**src/rtl/axi_stream_fifo.sv**
```systemverilog
// AXI4-Stream FIFO (TDATA/TLAST/TUSER) with registered head-of-queue outputs.
// Optional packet mode: define AXIS_FIFO_PACKET_MODE_EN to hold m_tValid until a whole packet is stored.
module axi_stream_fifo #(
  parameter int WIDTH   = 16,
  parameter int UNITS   = 1,
  parameter int TUSER_W = 1,
  parameter int DEPTH   = 16
) (
  input  logic                     aclk,
  input  logic                     aresetn,
  input  logic                     s_tValid,
  output logic                     s_tReady,
  input  logic [WIDTH*UNITS-1:0]   s_tData,
  input  logic                     s_tLast,
  input  logic [TUSER_W-1:0]       s_tUser,
  output logic                     m_tValid,
  input  logic                     m_tReady,
  output logic [WIDTH*UNITS-1:0]   m_tData,
  output logic                     m_tLast,
  output logic [TUSER_W-1:0]       m_tUser,
  output logic [$clog2(DEPTH):0]   count
);

  localparam int DW = WIDTH * UNITS;
  localparam int EW = DW + 1 + TUSER_W;
  localparam int AW = $clog2(DEPTH);
  localparam int PW = AW + 1;
  localparam logic [PW-1:0] FULL_CNT = PW'(DEPTH);

  logic [EW-1:0] mem [DEPTH];

  logic [PW-1:0] wr_ptr_reg, wr_ptr_next;
  logic [PW-1:0] rd_ptr_reg, rd_ptr_next;
  logic [PW-1:0] count_reg, count_next;
  logic          s_ready_reg, m_valid_reg, m_valid_next;
  logic [EW-1:0] head_reg, head_next;
  logic          push, pop, full_next, load_head;

  assign push = s_tValid && s_ready_reg;
  assign pop  = m_valid_reg && m_tReady;

  assign wr_ptr_next = wr_ptr_reg + {{AW{1'b0}}, push};
  assign rd_ptr_next = rd_ptr_reg + {{AW{1'b0}}, pop};
  assign count_next  = wr_ptr_next - rd_ptr_next;
  assign full_next   = (wr_ptr_next[AW] != rd_ptr_next[AW]) &&
                       (wr_ptr_next[AW-1:0] == rd_ptr_next[AW-1:0]);

  // The head register tracks mem[rd_ptr]; a beat landing in the slot that becomes the head is forwarded.
  assign load_head = pop || (push && (rd_ptr_reg == wr_ptr_reg));
  assign head_next = (push && (wr_ptr_reg == rd_ptr_next)) ? {s_tData, s_tLast, s_tUser}
                                                           : mem[rd_ptr_next[AW-1:0]];

  always_ff @(posedge aclk) begin
    if (push) begin
      mem[wr_ptr_reg[AW-1:0]] <= {s_tData, s_tLast, s_tUser};
    end
  end

`ifdef AXIS_FIFO_PACKET_MODE_EN
  logic [PW-1:0] pkt_reg, pkt_next;
  logic          last_in, last_out;

  assign last_in  = push && s_tLast;
  assign last_out = pop && m_tLast;

  always_comb begin
    pkt_next = pkt_reg;
    if (last_in && !last_out) begin
      pkt_next = pkt_reg + PW'(1);
    end else if (!last_in && last_out) begin
      pkt_next = pkt_reg - PW'(1);
    end
  end

  always_ff @(posedge aclk or negedge aresetn) begin
    if (!aresetn) begin
      pkt_reg <= '0;
    end else begin
      pkt_reg <= pkt_next;
    end
  end

  // Full also releases the head so a packet longer than the FIFO cannot deadlock.
  always_comb begin
    m_valid_next = 1'b0;
    if (count_next != '0) begin
      m_valid_next = (pkt_next != '0) || (count_next == FULL_CNT) || (m_valid_reg && !pop);
    end
  end
`else
  always_comb begin
    m_valid_next = (count_next != '0);
  end
`endif

  always_ff @(posedge aclk or negedge aresetn) begin
    if (!aresetn) begin
      wr_ptr_reg  <= '0;
      rd_ptr_reg  <= '0;
      count_reg   <= '0;
      s_ready_reg <= 1'b0;
      m_valid_reg <= 1'b0;
      head_reg    <= '0;
    end else begin
      wr_ptr_reg  <= wr_ptr_next;
      rd_ptr_reg  <= rd_ptr_next;
      count_reg   <= count_next;
      s_ready_reg <= !full_next;
      m_valid_reg <= m_valid_next;
      if (load_head) begin
        head_reg <= head_next;
      end
    end
  end

  assign s_tReady = s_ready_reg;
  assign m_tValid = m_valid_reg;
  assign m_tData  = head_reg[EW-1 -: DW];
  assign m_tLast  = head_reg[TUSER_W];
  assign m_tUser  = head_reg[TUSER_W-1:0];
  assign count    = count_reg;

endmodule

```
**config.mk**
```make
export PLATFORM = sky130hd
export DESIGN_NAME = axi_stream_fifo
export DESIGN_NICKNAME = d
export VERILOG_FILES = /design/src/rtl/axi_stream_fifo.sv
export SDC_FILE = /design/constraint.sdc
export NUM_CORES = 1
export LEC_CHECK = 0
export ABC_AREA = 1
export CORE_MARGIN = 2
export CORE_UTILIZATION = 42
export DETAILED_ROUTE_END_ITERATION = 10
export GPL_TIMING_DRIVEN = 1
export PLACE_DENSITY_LB_ADDON = 0.15
export SYNTH_ARGS = -nofsm -noshare
export SYNTH_HDL_FRONTEND = slang
export SYNTH_SLANG_ARGS = --single-unit
```
**constraint.sdc**
```tcl
create_clock -name aclk -period 2.5 [get_ports aclk]
set_clock_uncertainty 0.15 [all_clocks]
set_input_delay 0.5 -clock aclk [delete_from_list [all_inputs] [get_ports aclk]]
set_output_delay 0.5 -clock aclk [all_outputs]
set_load 0.02 [all_outputs]
```
==> summary.txt <==
Worst setup path
  – Worst EP required: 2.75 ns
  – Worst Setup Start Kind: input port
  – Crit path max fanout: 4
  – R2r setup slk: 0.21 ns
  – Arrival @ worst endpoint: about 2.6 ns
  – Cells on worst reg2reg path: 11
  – Critical path class: input port to flip-flop
  – Critical path capture point type: flip-flop

Yosys
  – Avg Cell Area, Syn: 10.5 um^2
  – Post-synthesis cell count: 1,326
  – YS warnings: 0
  – Mapped Nets: 1,357
  – Cell area after synthesis: 13,900 um^2
  – Leading cell types by total area after synthesis: edfxtp_1, nand2_1, nand3_1
  – Yosys reg bits: 323
  – Top cell type's share of synthesized area: 0.620
  – Post-synthesis sequential area ratio: 0.683
  – Synth unique cells: 26
  – Post-synth top area cell: edfxtp_1

Placed design
  – Placed Cells: approximately 1,900
  – Pre-CTS setup slack: -0.296 ns
  – GP Congestion: 0.833
  – DP HPWL: approximately 24,000 um
  – IO Port Bufs: 46
  – DP Area: 16,000 um^2

Min path
  – Hold path cells: 2
  – Hold Path Class: flip-flop to flip-flop

Detailed routing
  – Post-Route WL: 37,800 um
  – WL/cell: 19.6 um
  – Final ANT Viol Nets: 0
  – Avg Vias per Cell: 5.04
  – First-pass iteration count of the detailed router: 5
  – Initial detailed-routing violation count: roughly 820
  – Total number of vias: 9,716
  – DRC: 0

Layout
  – Antenna Diode Count: 0
  – Fill count: roughly 2,900
  – Nets@finish: 1,489
  – Post-route insts no fill: 1,927
  – Max reg flops: approximately 290
  – Share of layout cells above drive strength 1: 0.143
  – Fin area: between 15,000 and 20,000 um^2
  – Area grow syn2layout: 22.8%
  – Finished Core Util: 0.525

CTS
  – TritonCTS clock tree: yes
  – Clk sinks: 323
  – Root Driver: clkbuf_16
  – Clock tree buffer depth: 3
  – Postcts setup bufs: 0
  – CTS H-tree depth: 2
  – Clock latency on the worst-skew pair: 0.52 ns
  – CTS buffer count: 36
  – Clock transition at path regs: around 0.060 ns

Global route
  – GRT Util Overall: 0.225
  – First-pass GRT wire length: about 57,000 um
  – Vias in the first global route: 9,451
  – Gr ovfl total: 0
  – Initial antenna violation count: 0
  – Largest net degree at the start of global routing: 47

Die
  – # rows: 66
  – Die area: 34,700 um^2
  – Die Ht: 186 um
  – Core area: between 30,000 and 40,000 um^2
  – I/O pin cnt: 47
  – Die width: 186 um
  – Initial Util: 0.427

Power
  – Pwr/cell area: 1340 nW/um^2
  – VDD IR max: 652 uV
  – Static leakage: 7.03 nW

Timing
  – Max transition margin: 0.586
  – Final setup viols: 0
  – Final WS setup: 0.177 ns
  – Final Hold Vio Count: 0
  – Worst-margin pin slew: 0.618 ns
  – Fmax: roughly 430 MHz
  – Final min period: 2.32 ns
  – Period utilization: 0.929
  – RSZ-0062 raised after global routing: false
  – Fin. max-slew vios: 0

Status
  – Status: completed

Run
  – Maxcap violations: 0
## repair_timing
| action | 4_1_cts | 5_1_grt |
|---|---|---|
| gates resized for setup | 0 | 1 |
| endpoints found under the setup margin | 0 | 1 |
| hold endpoints to repair | 35 | 0 |
| hold buffers | 1 | 0 |
## worst paths after layout
path                             start       endpoint
max                           s_tValid       m_tValid
min                        head_reg[3]    head_reg[3]
max reg2reg                   s_tReady       m_tValid
min reg2reg                head_reg[3]    head_reg[3]
max in group asynchronous      aresetn   head_reg[12]
min in group asynchronous      aresetn  rd_ptr_reg[0]
## cells in the final DEF, fill, tap and decap left out, types with 2 or more instances in the layout
cell type,synthesis,final
nand2_2,8,8
buf_4,6,80
inv_1,115,115
inv_2,5,4
clkbuf_16,0,37
xnor2_1,2,2
buf_12,0,33
inv_6,0,2
a21oi_1,4,3
ha_1,8,6
nor2_2,0,16
edfxtp_1,288,288
bufinv_16,0,3
ha_4,0,2
dfrtp_1,35,35
clkinv_1,0,6
nand4_1,23,23
nand3_2,11,11
nand2_1,437,437
o21ai_0,38,38
nand3_1,186,186
clkinv_2,0,7
clkdlybuf4s50_1,0,45
nor2_1,93,77
clkbuf_1,18,8
## metal layers
metal	part of all wire	global-route usage
met3	0.053	0.0284
met1	0.45	0.313
met2	0.47	0.367
met4	0.034	0.0769
met5	0	0
## stage by stage
step | power [mW] | TNS [ns] | hold slack [ns]
6_report | 23.0 | 0 | 0.325
5_1_grt | 24.4 | 0 | 0.355
3_5_place_dp | 17.9 | -4.82 | 0.316
4_1_cts | 23.1 | 0 | 0.331
3_3_place_gp | 17.8 | -4.58 | 0.319
2_1_floorplan | 13.3 | 0 | 0.0544
## kinds of logic after synthesis
family / after synthesis / synth area share
AO/OA/AOI/OAI: 44 / 0.0167
XOR/XNOR: 3 / 0.00188
adder cells (fa/ha/maj): 9 / 0.00862
buffers and inverters: 186 / 0.0554
flip-flops: 323 / 0.683
AND/OR/NAND/NOR: 761 / 0.234
## cell type report
cell class | count | area [um^2] | area share
clock buffer | 46 | 970 | 0.0566
timing repair buffer | 160 | 1730 | 0.101
sequential | 323 | 9520 | 0.556
clock inverter | 19 | 173 | 0.0101
multi-input combinational | 817 | 3720 | 0.217
inverter | 120 | 453 | 0.0265
tap | 442 | 553 | 0.0323
## where the power goes
group,total [mW],internal (mW),switching (mW)
combinational,10.7,4.11,6.60
clock,5.15,3.06,2.09
sequential,7.11,6.68,0.430
total,23.0,13.8,9.12
## synth_stat cells
library cell / instances
nand2_1: 437
edfxtp_1: 288
nand3_1: 186
inv_1: 115
nor2_1: 93
o21ai_0: 38
buf_2: 35
dfrtp_1: 35
nand4_1: 23
clkbuf_1: 18
nand3_2: 11
ha_1: 8
nand2_2: 8
buf_1: 6
buf_4: 6
inv_2: 5
a21oi_1: 4
xnor2_1: 2
a21oi_4: 1
buf_6: 1
fa_1: 1
nand3_4: 1
nor2_8: 1
nor3_1: 1
o22ai_1: 1
xor2_1: 1
## critical path, cell delays in order
cell and delay [ns]:
clkdlybuf4s50_1 0.40, nand2_1 0.07, inv_1 0.07, ha_1 0.30
inv_1 0.04, ha_1 0.22, fa_1 0.47, xnor2_1 0.18
nor2_1 0.11, nand2_1 0.06, nor2_1 0.10, nand2_1 0.05
Note: power is estimated with default switching activity, not from simulation.
